[src/rtl/j68_pkg.sv]
// ============================================================================
// j68_pkg
// Shared micro-sequencer types: micro-address width, opcodes, FSM states.
// Revision: 1.0
// ============================================================================
`default_nettype none

package j68_pkg;

    localparam int UA_W = 11;

    localparam logic [2:0] OP_LOOP   = 3'b000;
    localparam logic [2:0] OP_JMP    = 3'b001;
    localparam logic [2:0] OP_CALL   = 3'b010;
    localparam logic [2:0] OP_RET    = 3'b011;
    localparam logic [2:0] OP_DECODE = 3'b100;
    localparam logic [2:0] OP_HALT   = 3'b101;

    typedef enum logic [1:0] {
        ST_RESET = 2'd0,
        ST_PRIME = 2'd1,
        ST_RUN   = 2'd2,
        ST_HALT  = 2'd3
    } useq_state_t;

endpackage

`default_nettype wire

[src/rtl/j68_rstack.sv]
// ============================================================================
// j68_rstack
// Register-based return-address LIFO with sticky overflow/underflow error.
// Revision: 1.0
// ============================================================================
`default_nettype none

module j68_rstack
    import j68_pkg::*;
#(
    parameter int              DEPTH   = 8,
    parameter logic [UA_W-1:0] RST_VEC = 11'h000
) (
    input  logic            clk,
    input  logic            rst,
    input  logic            push,
    input  logic            pop,
    input  logic [UA_W-1:0] push_data,
    output logic [UA_W-1:0] pop_data,
    output logic            full,
    output logic            empty,
    output logic            err
);

    localparam int IW = $clog2(DEPTH);
    localparam int PW = IW + 1;

    logic [PW-1:0]   ptr;
    logic [IW-1:0]   top_idx;
    logic [IW-1:0]   wr_idx;
    logic [UA_W-1:0] mem [DEPTH];

    assign full     = (ptr == PW'(DEPTH));
    assign empty    = (ptr == '0);
    assign top_idx  = IW'(ptr - PW'(1));
    // A push into a full stack lands on the current top entry.
    assign wr_idx   = full ? top_idx : ptr[IW-1:0];
    assign pop_data = empty ? RST_VEC : mem[top_idx];

    always_ff @(posedge clk or posedge rst) begin
        if (rst) begin
            ptr <= '0;
            err <= 1'b0;
        end else if (push) begin
            if (full) err <= 1'b1;
            else      ptr <= ptr + PW'(1);
        end else if (pop) begin
            if (empty) err <= 1'b1;
            else       ptr <= ptr - PW'(1);
        end
    end

    always_ff @(posedge clk) begin
        if (push) mem[wr_idx] <= push_data;
    end

endmodule

`default_nettype wire

[src/rtl/j68_useq.sv]
// ============================================================================
// j68_useq
// Microcode sequencer: next micro-ROM address, return stack, halt/exception.
// Revision: 1.0
// ============================================================================
`default_nettype none

module j68_useq
    import j68_pkg::*;
#(
    parameter int              STK_DEPTH = 8,
    parameter logic [UA_W-1:0] RST_VEC   = 11'h000
) (
    input  logic            clk,
    input  logic            rst,
    input  logic            clk_ena,
    input  logic [19:0]     inst_in,
    input  logic            loop_branch,
    input  logic            loop_skip,
    input  logic [UA_W-1:0] loop_pc,
    input  logic [UA_W-1:0] dec_addr,
    input  logic            cond,
    input  logic            exc_req,
    input  logic [UA_W-1:0] exc_vec,
    input  logic            resume,
    output logic [UA_W-1:0] rom_addr,
    output logic [UA_W-1:0] upc,
    output logic            i_fetch,
    output logic            exc_ack,
    output logic            stk_err
);

    useq_state_t     state;
    logic [2:0]      op;
    logic [UA_W-1:0] target;
    logic [UA_W-1:0] upc_inc;
    logic [UA_W-1:0] nxt;
    logic [UA_W-1:0] pop_data;
    logic            call_req;
    logic            ret_req;
    logic            exc_take;
    logic            halt_req;
    logic            stk_full;
    logic            stk_empty;
    logic            unused_bits;

    assign op          = inst_in[19:17];
    assign target      = inst_in[UA_W-1:0];
    assign upc_inc     = upc + UA_W'(1);
    assign unused_bits = ^{inst_in[16:12], stk_full, stk_empty};

    // Loop branch outranks everything, so it also suppresses CALL/RET stack traffic.
    always_comb begin
        nxt      = upc_inc;
        call_req = 1'b0;
        ret_req  = 1'b0;
        exc_take = 1'b0;
        halt_req = 1'b0;
        if (loop_branch) begin
            nxt = loop_pc;
        end else if (op == OP_LOOP && loop_skip) begin
            nxt = target + UA_W'(1);
        end else begin
            case (op)
                OP_JMP:    if (!inst_in[11] || cond) nxt = target;
                OP_CALL:   begin call_req = 1'b1; nxt = target; end
                OP_RET:    begin ret_req = 1'b1; nxt = pop_data; end
                OP_DECODE: begin
                    exc_take = exc_req;
                    nxt      = exc_req ? exc_vec : dec_addr;
                end
                OP_HALT:   begin halt_req = 1'b1; nxt = upc; end
                default:   nxt = upc_inc;
            endcase
        end
    end

    assign i_fetch = clk_ena && (state == ST_RUN);
    assign exc_ack = i_fetch && exc_take;

    always_comb begin
        rom_addr = upc;
        if (clk_ena) begin
            case (state)
                ST_RESET: rom_addr = RST_VEC;
                ST_PRIME: rom_addr = RST_VEC;
                ST_RUN:   rom_addr = nxt;
                ST_HALT:  rom_addr = resume ? upc_inc : upc;
                default:  rom_addr = upc;
            endcase
        end
    end

    always_ff @(posedge clk or posedge rst) begin
        if (rst) begin
            state <= ST_RESET;
            upc   <= RST_VEC;
        end else if (clk_ena) begin
            upc <= rom_addr;
            case (state)
                ST_RESET: state <= ST_PRIME;
                ST_PRIME: state <= ST_RUN;
                ST_RUN:   if (halt_req && !loop_branch) state <= ST_HALT;
                ST_HALT:  if (resume) state <= ST_RUN;
                default:  state <= ST_RESET;
            endcase
        end
    end

    j68_rstack #(
        .DEPTH   (STK_DEPTH),
        .RST_VEC (RST_VEC)
    ) u_rstack (
        .clk       (clk),
        .rst       (rst),
        .push      (i_fetch && call_req),
        .pop       (i_fetch && ret_req),
        .push_data (upc_inc),
        .pop_data  (pop_data),
        .full      (stk_full),
        .empty     (stk_empty),
        .err       (stk_err)
    );

endmodule

`default_nettype wire

[config.mk]
export PLATFORM = sky130hd
export DESIGN_NAME = j68_useq
export DESIGN_NICKNAME = d
export VERILOG_FILES = /design/src/rtl/j68_pkg.sv /design/src/rtl/j68_rstack.sv /design/src/rtl/j68_useq.sv
export SDC_FILE = /design/constraint.sdc
export NUM_CORES = 1
export LEC_CHECK = 0
export BUFFER_PORTS_ARGS = -buffer_cell sky130_fd_sc_hd__clkbuf_2
export CAP_MARGIN = 10
export CORE_AREA = 8 8 140 142
export DETAILED_ROUTE_END_ITERATION = 16
export DIE_AREA = 0 0 148 150
export SETUP_SLACK_MARGIN = 0.1
export SYNTH_ARGS = -nofsm -noshare
export SYNTH_HDL_FRONTEND = slang
export SYNTH_HIERARCHICAL = 1
export SYNTH_SLANG_ARGS = --single-unit
[constraint.sdc]
create_clock -name clk -period 4.7 [get_ports clk]
set_input_delay 0.94 -clock clk [delete_from_list [all_inputs] [get_ports clk]]
set_output_delay 0.94 -clock clk [all_outputs]
set_load 0.1 [all_outputs]
==> results.txt <==
The run finished with clean final reports. The height of the chip came out at 150 um. The number of global-route vias before repair is 4574.

Traced cell by cell, the critical path runs through inv_1 > ha_1 > buf_4 > mux4_2 > o21ai_1 > nand2_1 > nand3b_1 > a21oi_1 > a311o_1 > o31ai_2 > a21oi_1 > buf_12. Clock latency on the worst-skew pair, taken at its later pin, is 0.35 ns. The sum of buffers and inverters on the critical path is 3. The pin count of the biggest net entering global routing came out at 32. The maximum cell stage delay along the critical path came out at approximately 0.57 ns. Setup repair after global routing left no endpoint under its margin.

The number of hold-slack violations in the final timing report is 0. From synthesis to final layout, the design area changed by 18.3%. The worst setup path is captured at an output pin.

Once the clock tree was built, the setup fixing pass inserted 0 buffers. The detail route stage leaves a number of antenna-violating nets equal to 0. Of the cells placed in the final design, the portion with a size suffix greater than 1 is 26.3%. The routed wire length per instance came out at 22.4 um.

Once the floorplan was initialized, standard cells occupied 34.0% of the core. The number of max-slew violations in the final report is 0. STA puts the critical path data required time at around 3.8 ns. The number of ports placed on the die boundary is between 80 and 90. The total of endpoints with negative setup slack in the final report is 0. The core area came out at 17500 sq um. The die footprint came out at ~22000 sq um. The arrival time reported for the critical path endpoint is ~3.5 ns. The leakage power figure is 0.00257 uW.

The total power of the final layout is roughly 3400 uW. The number of CTS-inserted buffers came out at 9. The global-route wire length before repair is 27000 um. The largest fanout on the critical path came out at 14. The total routing resource utilization after global routing is 16.1%. The filler-free cell count of the finished design is 810.

The depth of the CTS H-tree came out at 3. The number of vias per cell after detailed routing is 5.87. The detailed router finished its first iteration with 471 violations. The average footprint of a synthesized cell is 11.7 sq um. The tightest hold path in the finished design has a slack of 0.467 ns. The remaining max-slew budget at the tightest pin is 43.5%. The synthesized cell area is approximately 6000 sq um.

Across the run, the number of max-cap violations was 0. The number of DRC violations after detailed routing is 0. The number of buffer cells added on primary ports came out at 80. The routing usage on met3 is 4.45%. The number of iterations in the first detailed-routing pass came out at 4.

The number of fillers in the final layout is 1698. The final non-filler cell area is 7040 sq um. The maximum ir drop on the vdd rail is 0.247 mV.

Counting stages on the worst path, the most repeated cell is sky130_fd_sc_hd__a21oi_1. The HPWL reported at the end of detailed placement came out at between 10000 and 15000 um. The met1 capacity usage during global routing came out at 21.7%. The width of the die came out at between 100 and 150 um. The cts-stage hold buffer count is 0. The final layout contains routed wiring with a total length of 18200 um. The category of the critical setup timing path is flip-flop to output pin. The clock net in this run drives a total of 106 sinks.

The via count came out at 4758. At the pin with the least slew margin, the transition time is 0.841 ns. The cell family contributing the most delay on the critical path is compound AO/OA/AOI/OAI gates. The total cell area at the placement stage is 6760 sq um. The met2 routing resource usage after global routing is 25.0%. Routability-driven placement finished with a final weighted congestion of 0.929. Synthesis produced a netlist whose cell count is 508. Counting along the longest clock path gives a buffer depth of 2.

The number of nets handed over by synthesis was 573. The highest clock frequency the design can meet is 228 MHz. The type of the worst min-delay path is primary input to async pin. After layout, the minimum clock period comes to ~4.4 ns. The post-cts resize count came out at 0. The number of cells after detailed placement is just under 800.

The row count came out at 49. The total power density per cell area came out at 485 nW/um^2. The root buffer cell chosen for the clock tree is sky130_fd_sc_hd__clkbuf_16.

The number of antenna repair diodes came out at 0. The critical-path cell with the highest stage delay is sky130_fd_sc_hd__dfrtp_1. The initial antenna violation count came out at 0. The final cycle utilization of the critical path is 93.4%. STA classifies the critical path startpoint as a flip-flop. The total global routing overflow is 0.

The worst clock skew is 0.0104 ns. The clock edge transition at the registers on the reported setup and hold paths came out at 0.07 ns. TritonCTS built the clock tree.

The number of warning messages in the yosys log came out at 6. The final net count came out at 641. After global routing, the most crowded layer is met2.
==> worst paths after layout <==
kind,to,from,cells after the start,slack [ns]
setup / recovery,rom_addr[7],u_rstack/ptr[1],12,0.31
hold / removal,u_rstack/ptr[2],rst,2,0.47
setup reg to reg,upc[6],u_rstack/ptr[1],10,1.73
hold reg to reg,u_rstack/err,u_rstack/err,1,0.48
max in group asynchronous,upc[5],rst,2,3.58
min in group clk,u_rstack/err,u_rstack/err,1,0.48
==> registers in the layout (all words and copies together) (netlist names) <==
name / flops
u_rstack/err: 1
upc: 11
u_rstack/mem: 88
state: 2
u_rstack/ptr: 4
==> final cells by class <==
class                   count  area (sq um)  share of cell area [%]
inverters                  17          63.8                   0.906
well taps                 229           287                    4.07
repair buffers             95           678                    9.63
multi-input cells         347          2640                    37.5
flip-flops and latches    106          3090                    43.9
clock inverters             5          46.3                   0.657
clock buffers              11           233                    3.30
==> layout by cell type (no fill, tap or decap), drive strengths merged, types with 5 or more instances in the layout <==
master   n
a21oi   17
a221oi   5
a22oi    8
a31oi    8
and3     7
buf     26
clkbuf  80
dfrtp   18
edfxtp  88
inv     19
mux2i   14
mux4    22
nand2   36
nand2b   6
nand3   17
nand4   10
nor2    27
nor2b    6
nor3    14
o21ai   44
o221ai   9
o31ai    7
xnor2    7
xor2     6
==> worst register-to-register path, cell delays in order, from the launching register on <==
cell,delay (ns)
sky130_fd_sc_hd__dfrtp_1,0.57
sky130_fd_sc_hd__inv_1,0.14
sky130_fd_sc_hd__ha_1,0.41
sky130_fd_sc_hd__buf_4,0.28
sky130_fd_sc_hd__mux4_2,0.34
sky130_fd_sc_hd__o21ai_1,0.09
sky130_fd_sc_hd__nand2_1,0.12
sky130_fd_sc_hd__and3_1,0.20
sky130_fd_sc_hd__a311oi_1,0.25
sky130_fd_sc_hd__a21boi_1,0.31
sky130_fd_sc_hd__o221ai_1,0.14
==> stage by stage <==
stage,util (%),setup slack [ns],TNS [ns]
2_1_floorplan,-,-0.0464,-0.0464
3_3_place_gp,38.6,0.569,0
3_5_place_dp,38.6,0.546,0
4_1_cts,40.2,0.274,0
5_1_grt,40.2,0.110,0
6_report,40.2,0.312,0
==> power breakdown <==
| part | internal (uW) | total, uW | leakage [uW] | switching (uW) |
|---|---|---|---|---|
| Clock | 370 | 720 | 0.000137 | 351 |
| Sequential | 1110 | 1200 | 0.00100 | 88.8 |
| Combinational | 531 | 1500 | 0.00143 | 965 |
| Total | 2010 | 3420 | 0.00257 | 1400 |
==> per-layer routing <==
layer	share of wire (%)	vias up
met3	7.6	17
met1	44	2385
li1	-	2147
met4	1.3	0
met5	0	-
met2	47	209
Note: power is estimated with default switching activity, not from simulation.
